`config.mk`:
```
export PLATFORM = sky130hd
export DESIGN_NAME = picorv32_wb_bridge
export DESIGN_NICKNAME = d
export VERILOG_FILES = /design/src/rtl/picorv32_bus_pkg.sv /design/src/rtl/bus_timeout_timer.sv /design/src/rtl/picorv32_wb_bridge.sv
export SDC_FILE = /design/constraint.sdc
export NUM_CORES = 1
export LEC_CHECK = 0
export BUFFER_PORTS_ARGS = -buffer_cell sky130_fd_sc_hd__buf_2
export CELL_PAD_IN_SITES_DETAIL_PLACEMENT = 1
export CELL_PAD_IN_SITES_GLOBAL_PLACEMENT = 1
export CORE_ASPECT_RATIO = 1.25
export CORE_MARGIN = 2
export CORE_UTILIZATION = 39
export CTS_CLUSTER_SIZE = 12
export DETAILED_ROUTE_END_ITERATION = 6
export PLACE_DENSITY_LB_ADDON = 0.3
export SLEW_MARGIN = 10
export SYNTH_ARGS = -nofsm -noshare
export SYNTH_HDL_FRONTEND = slang
export SYNTH_HIERARCHICAL = 1
export SYNTH_SLANG_ARGS = --single-unit
```
`constraint.sdc`:
```
create_clock -name clk -period 3.5 [get_ports clk]
set_clock_uncertainty 0.2 [all_clocks]
set_input_delay 0.175 -clock clk [delete_from_list [all_inputs] [get_ports clk]]
set_output_delay 0.175 -clock clk [all_outputs]
set_load 0.02 [all_outputs]
```
`src/rtl/picorv32_bus_pkg.sv`:
```
// Shared types and helpers for the picorv32-to-Wishbone bridge.
package picorv32_bus_pkg;

  typedef enum logic [1:0] {
    ST_IDLE = 2'd0,
    ST_WAIT = 2'd1,
    ST_DONE = 2'd2
  } bridge_state_t;

  localparam logic [31:0] ERR_RDATA_DEFAULT = 32'hFFFF_FFFF;

  // Reads fetch the whole word; writes select only the strobed bytes.
  function automatic logic [3:0] wstrb_to_sel(input logic [3:0] wstrb);
    return (wstrb == 4'h0) ? 4'hF : wstrb;
  endfunction

endpackage

```
`src/rtl/bus_timeout_timer.sv`:
```
// Loadable down-counter that flags expiry one cycle after reaching zero.
// With TIMEOUT_CYCLES == 0 the timer is removed and never expires.
module bus_timeout_timer #(
  parameter int unsigned TIMEOUT_CYCLES = 255
) (
  input  logic clk,
  input  logic resetn,
  input  logic clear,
  input  logic en,
  output logic expired
);

  generate
    if (TIMEOUT_CYCLES == 0) begin : g_off
      logic unused_timer;
      assign unused_timer = ^{clk, resetn, clear, en};
      assign expired = 1'b0;
    end else begin : g_on
      localparam int unsigned CW = $clog2(TIMEOUT_CYCLES + 1);
      localparam logic [CW-1:0] LOAD = CW'(TIMEOUT_CYCLES);

      logic [CW-1:0] count;
      logic          expired_q;

      // The expiry flag is registered, so the abort lands one cycle after zero.
      always_ff @(posedge clk or negedge resetn) begin
        if (!resetn) begin
          count     <= '0;
          expired_q <= 1'b0;
        end else if (clear) begin
          count     <= LOAD;
          expired_q <= 1'b0;
        end else if (en) begin
          if (count != '0) count <= count - CW'(1);
          expired_q <= (count == '0);
        end
      end

      assign expired = expired_q;
    end
  endgenerate

endmodule

```
`src/rtl/picorv32_wb_bridge.sv`:
```
// Registered picorv32 native-memory to Wishbone B4 classic bridge with timeout
// and error capture. Define BRIDGE_ACTIVE_LOW_BUS_EN to invert every wb_* pin.
module picorv32_wb_bridge
  import picorv32_bus_pkg::*;
#(
  parameter int unsigned ADDR_WIDTH     = 32,
  parameter int unsigned TIMEOUT_CYCLES = 255,
  parameter logic [31:0] ERR_RDATA      = ERR_RDATA_DEFAULT
) (
  input  logic                  clk,
  input  logic                  resetn,
  input  logic                  mem_valid,
  input  logic [ADDR_WIDTH-1:0] mem_addr,
  input  logic [31:0]           mem_wdata,
  input  logic [3:0]            mem_wstrb,
  output logic                  mem_ready,
  output logic [31:0]           mem_rdata,
  output logic [ADDR_WIDTH-3:0] wb_adr,
  output logic [31:0]           wb_dat_o,
  output logic [3:0]            wb_sel,
  output logic                  wb_we,
  output logic                  wb_cyc,
  output logic                  wb_stb,
  input  logic [31:0]           wb_dat_i,
  input  logic                  wb_ack,
  input  logic                  wb_err,
  output logic                  bus_err,
  output logic [ADDR_WIDTH-1:0] err_addr,
  output logic [7:0]            err_count
);

  bridge_state_t state_q, state_d;

  logic                  cyc_q, stb_q, we_q;
  logic [3:0]            sel_q;
  logic [ADDR_WIDTH-3:0] adr_q;
  logic [31:0]           dat_o_q;

  logic        ack_in, err_in;
  logic [31:0] dat_in;
  logic        expired;

  logic req_accept, rsp_ack, rsp_fail;

  logic unused_addr;
  assign unused_addr = ^mem_addr[1:0];

`ifdef BRIDGE_ACTIVE_LOW_BUS_EN
  assign wb_cyc   = ~cyc_q;
  assign wb_stb   = ~stb_q;
  assign wb_we    = ~we_q;
  assign wb_sel   = ~sel_q;
  assign wb_adr   = ~adr_q;
  assign wb_dat_o = ~dat_o_q;
  assign ack_in   = ~wb_ack;
  assign err_in   = ~wb_err;
  assign dat_in   = ~wb_dat_i;
`else
  assign wb_cyc   = cyc_q;
  assign wb_stb   = stb_q;
  assign wb_we    = we_q;
  assign wb_sel   = sel_q;
  assign wb_adr   = adr_q;
  assign wb_dat_o = dat_o_q;
  assign ack_in   = wb_ack;
  assign err_in   = wb_err;
  assign dat_in   = wb_dat_i;
`endif

  bus_timeout_timer #(
    .TIMEOUT_CYCLES(TIMEOUT_CYCLES)
  ) u_timer (
    .clk    (clk),
    .resetn (resetn),
    .clear  (req_accept),
    .en     (state_q == ST_WAIT),
    .expired(expired)
  );

  // State register
  always_ff @(posedge clk or negedge resetn) begin
    if (!resetn) state_q <= ST_IDLE;
    else         state_q <= state_d;
  end

  // Next-state logic
  always_comb begin
    state_d = state_q;
    case (state_q)
      ST_IDLE: if (mem_valid) state_d = ST_WAIT;
      ST_WAIT: if (ack_in || err_in || expired) state_d = ST_DONE;
      ST_DONE: state_d = ST_IDLE;
      default: state_d = ST_IDLE;
    endcase
  end

  // Output decode; ack wins over err and timeout, and responses count only in WAIT.
  always_comb begin
    req_accept = (state_q == ST_IDLE) && mem_valid;
    rsp_ack    = (state_q == ST_WAIT) && ack_in;
    rsp_fail   = (state_q == ST_WAIT) && !ack_in && (err_in || expired);
  end

  // Bus-side registers
  always_ff @(posedge clk or negedge resetn) begin
    if (!resetn) begin
      cyc_q   <= 1'b0;
      stb_q   <= 1'b0;
      we_q    <= 1'b0;
      sel_q   <= 4'h0;
      adr_q   <= '0;
      dat_o_q <= '0;
    end else if (req_accept) begin
      cyc_q   <= 1'b1;
      stb_q   <= 1'b1;
      we_q    <= |mem_wstrb;
      sel_q   <= wstrb_to_sel(mem_wstrb);
      adr_q   <= mem_addr[ADDR_WIDTH-1:2];
      dat_o_q <= mem_wdata;
    end else if (rsp_ack || rsp_fail) begin
      cyc_q   <= 1'b0;
      stb_q   <= 1'b0;
    end
  end

  // Core-side completion and error capture
  always_ff @(posedge clk or negedge resetn) begin
    if (!resetn) begin
      mem_ready <= 1'b0;
      bus_err   <= 1'b0;
      mem_rdata <= '0;
      err_addr  <= '0;
      err_count <= 8'h00;
    end else begin
      mem_ready <= rsp_ack || rsp_fail;
      bus_err   <= rsp_fail;
      if (rsp_ack) begin
        mem_rdata <= dat_in;
      end else if (rsp_fail) begin
        mem_rdata <= ERR_RDATA;
        err_addr  <= {adr_q, 2'b00};
        if (err_count != 8'hFF) err_count <= err_count + 8'd1;
      end
    end
  end

endmodule

```
==> reports/qor.yml <==
fin_setup_tns_ns: 0
power_frac_clock_pct: 23.9
vias: 5268
syn2layout_area_growth_pct: 48.7
crit_chain: "nand2b_4, or3_1, clkinv_2, buf_4, nand2_1, nand2_1"
antenna_found_initial: 1
placed_area_um2: 7480
initial_core_util_pct: 39.6
numPortBuffers: 243
synthFlopType: "dfrtp_1"
fin_ws_ns: 1.26
status: "complete, no violations"
crit_path_end_kind: "flop"
firstDrtPassIters: 4
drive_above_1_share_pct: 42.2
final_cell_mix: "buf_2 (242), dfrtp_1 (151), dlygate4sd3_1 (105), nand2_1 (94), nor2_1 (83)"
clockBufferDepth: 2
period_needed_ns: 2.24
swShare_pct: 39.5
rsz0062_at_grt: "no"
netlist_area_um2: 6120
fillCellCount: 1712
synth_warnings: 6
ant_nets: 0
power_density_nw_per_um2: 814
seqCellArea_um2: 3780
grt_usage_pct: 23.5
finalHoldViolCount: 0
layout_commonest_cell: "buf_2"
layout.cells.non_filler: 1101
ys_ff_latch: 151
synth_cell_types: 45
fp.dieW_um: 116
drtIter0Drc: 176
seq_area_frac_synth_pct: 61.7
dp_slack_ns: 1.26
grt_pass1_vias: 5891
cp_max_fo: 42
multiInputGateArea_um2: 2130
numClockSinks: 151
hp-class: "input pin to async pin"
post_cts_buffers: 0
max_freq_mhz: 446
async_flop_share_pct: 100
grt_pass1_wl_um: 30200
grt_max_degree: 73
ctsResizeCount: 0
clk_latency_ns: 0.42
cts_buffers: 17
setup_violations: 0
nets: 983
die_y_um: 144
core_um2: 15400
root_buffer: "clkbuf_16"
wl_per_cell_um: 18.2
cp_common_cell: "nand2_1"
max_stage_delay_ns: 0.45
cp-start-kind: "flop"
worst_pin_slew_ns: 0.943
required_ns: 3.64
vdd_ir_drop_max_mv: 0.418
netlist_instances: 530
clk_pin_slew_ns: 0.06
htree_levels: 4
dpl.cell_count: 963
hold_buffers: 105
r2r_cells: 6
synth_edf_count: 0
dp_hpwl_um: 12000
cellLeakagePower_nw: 4.37
num_rows: 51
comb_power_share_pct: 37.7
fin_area_um2: 9100
cts_tree: "done"
syn_avg_cell_area_um2: 11.5
relSlewSlack_pct: 37.1
power_frac_seq_pct: 38.4
maxCapViolations: 0
die-area_um2: 16700
worstSetupPathType: "flop to flop"
slew_violations: 0
post-route-period-util_pct: 64.1
grt_overflow_total: 0
fin_util_pct: 59.0
slowest_stage: "clkinv_2"
p_int_mw: 4.49
arrival_ns: 2.39
gp_congestion: 0.795
drcViolationCount: 0
pin_count: 248
p_switching_mw: 2.93
viasPerCell: 4.78
finalWirelength_um: 20000
## cells in the mapped netlist, types with 2 or more instances
library cell / count / area [µm²]
nor3b_1: 2 / 15.0
buf_6: 5 / 56.3
o211ai_1: 2 / 15.0
a211oi_1: 3 / 22.5
nand2b_1: 2 / 12.5
xnor2_1: 2 / 17.5
a211o_2: 2 / 20.0
a21oi_2: 19 / 166
nor2_1: 83 / 312
inv_1: 5 / 18.8
o31ai_1: 3 / 22.5
mux2_2: 64 / 721
clkbuf_1: 6 / 22.5
nor4_1: 2 / 12.5
buf_4: 9 / 67.6
buf_2: 9 / 45.0
mux2i_1: 4 / 40.0
a21oi_1: 21 / 105
nand3_1: 8 / 40.0
nand2_1: 95 / 357
dfrtp_1: 151 / 3780
ha_1: 3 / 37.5
buf_1: 2 / 7.51
nor3_1: 7 / 35.0
## state kept, by name, indices dropped and copies added (netlist names)
signal / cells
bus_err: 1
err_addr: 30
err_count: 8
mem_rdata: 32
mem_ready: 1
state_q: 2
u_timer/expired: 1
u_timer/g_on.count: 8
wb_adr: 30
wb_dat_o: 32
wb_sel: 4
wb_stb: 1
wb_we: 1
## logic make-up (layout without fill, tap and decap cells)
kind of cell	count (synthesis)	in the layout	synth area share [%]
fa+ha+maj	3	3	0.613
buf+inv	37	394	3.64
mux	68	68	12.4
flops	151	151	61.7
simple gates	211	211	14.7
compound gates	56	56	6.44
xor+xnor	3	3	0.429
other cells	1	3	0.0613
## critical path, delay by kind of cell (launching register included)
family	cells	cell delay [ns]
buf+inv	2	0.84
simple gates	4	0.71
flops	1	0.39
## metal layers
layer,vias up,wire length [µm],track usage (%)
met3,37,995,6.29
met4,0,555,8.58
li1,2451,-,-
met1,2621,7390,24.7
met2,159,11100,44.5
met5,-,0,0
## path summary, 6_finish.rpt
path                            slack, ns                     from                     endpoint
worst max-delay path                 1.26   state_q[1]$_DFFE_PN0P_     err_addr[13]$_DFFE_PN0P_
min in group clk                     0.14                mem_valid  u_timer/expired$_DFFE_PN0P_
worst min-delay path                 0.13                   resetn     mem_rdata[1]$_DFFE_PN0P_
max in group asynchronous            2.00                   resetn        wb_adr[5]$_DFFE_PN0P_
worst min register to register       0.27  err_addr[3]$_DFFE_PN0P_      err_addr[3]$_DFFE_PN0P_
worst max register to register       1.26   state_q[1]$_DFFE_PN0P_     err_addr[13]$_DFFE_PN0P_
## power groups by stage
stage	Sequential (mW)	Clock, mW	Combinational, mW
after floorplan	3.58	0	0.850
after global placement	2.78	0	2.57
after detailed placement	2.84	0	2.66
after CTS	2.81	1.79	2.76
after global routing	2.93	1.88	2.98
final	2.85	1.77	2.79
## area by class of cell
class | instances | share of cell area, %
diodes | 1 | 0.0275
clock buffers | 22 | 5.21
clock inverters | 10 | 1.04
inverters | 6 | 0.261
multi-input cells | 343 | 23.4
flip-flops and latches | 151 | 41.5
well taps | 212 | 2.91
repair buffers | 356 | 25.6
## through the flow
| stage | hold slack, ns | total power, mW |
|---|---|---|
| finish | 0.130 | 7.41 |
| global route | 0.167 | 7.79 |
| CTS | 0.120 | 7.37 |
| detailed placement | 0.0310 | 5.49 |
| global placement | 0.0210 | 5.35 |
| floorplan | -0.321 | 4.43 |
No activity file was read; power rests on OpenSTA's default activity.
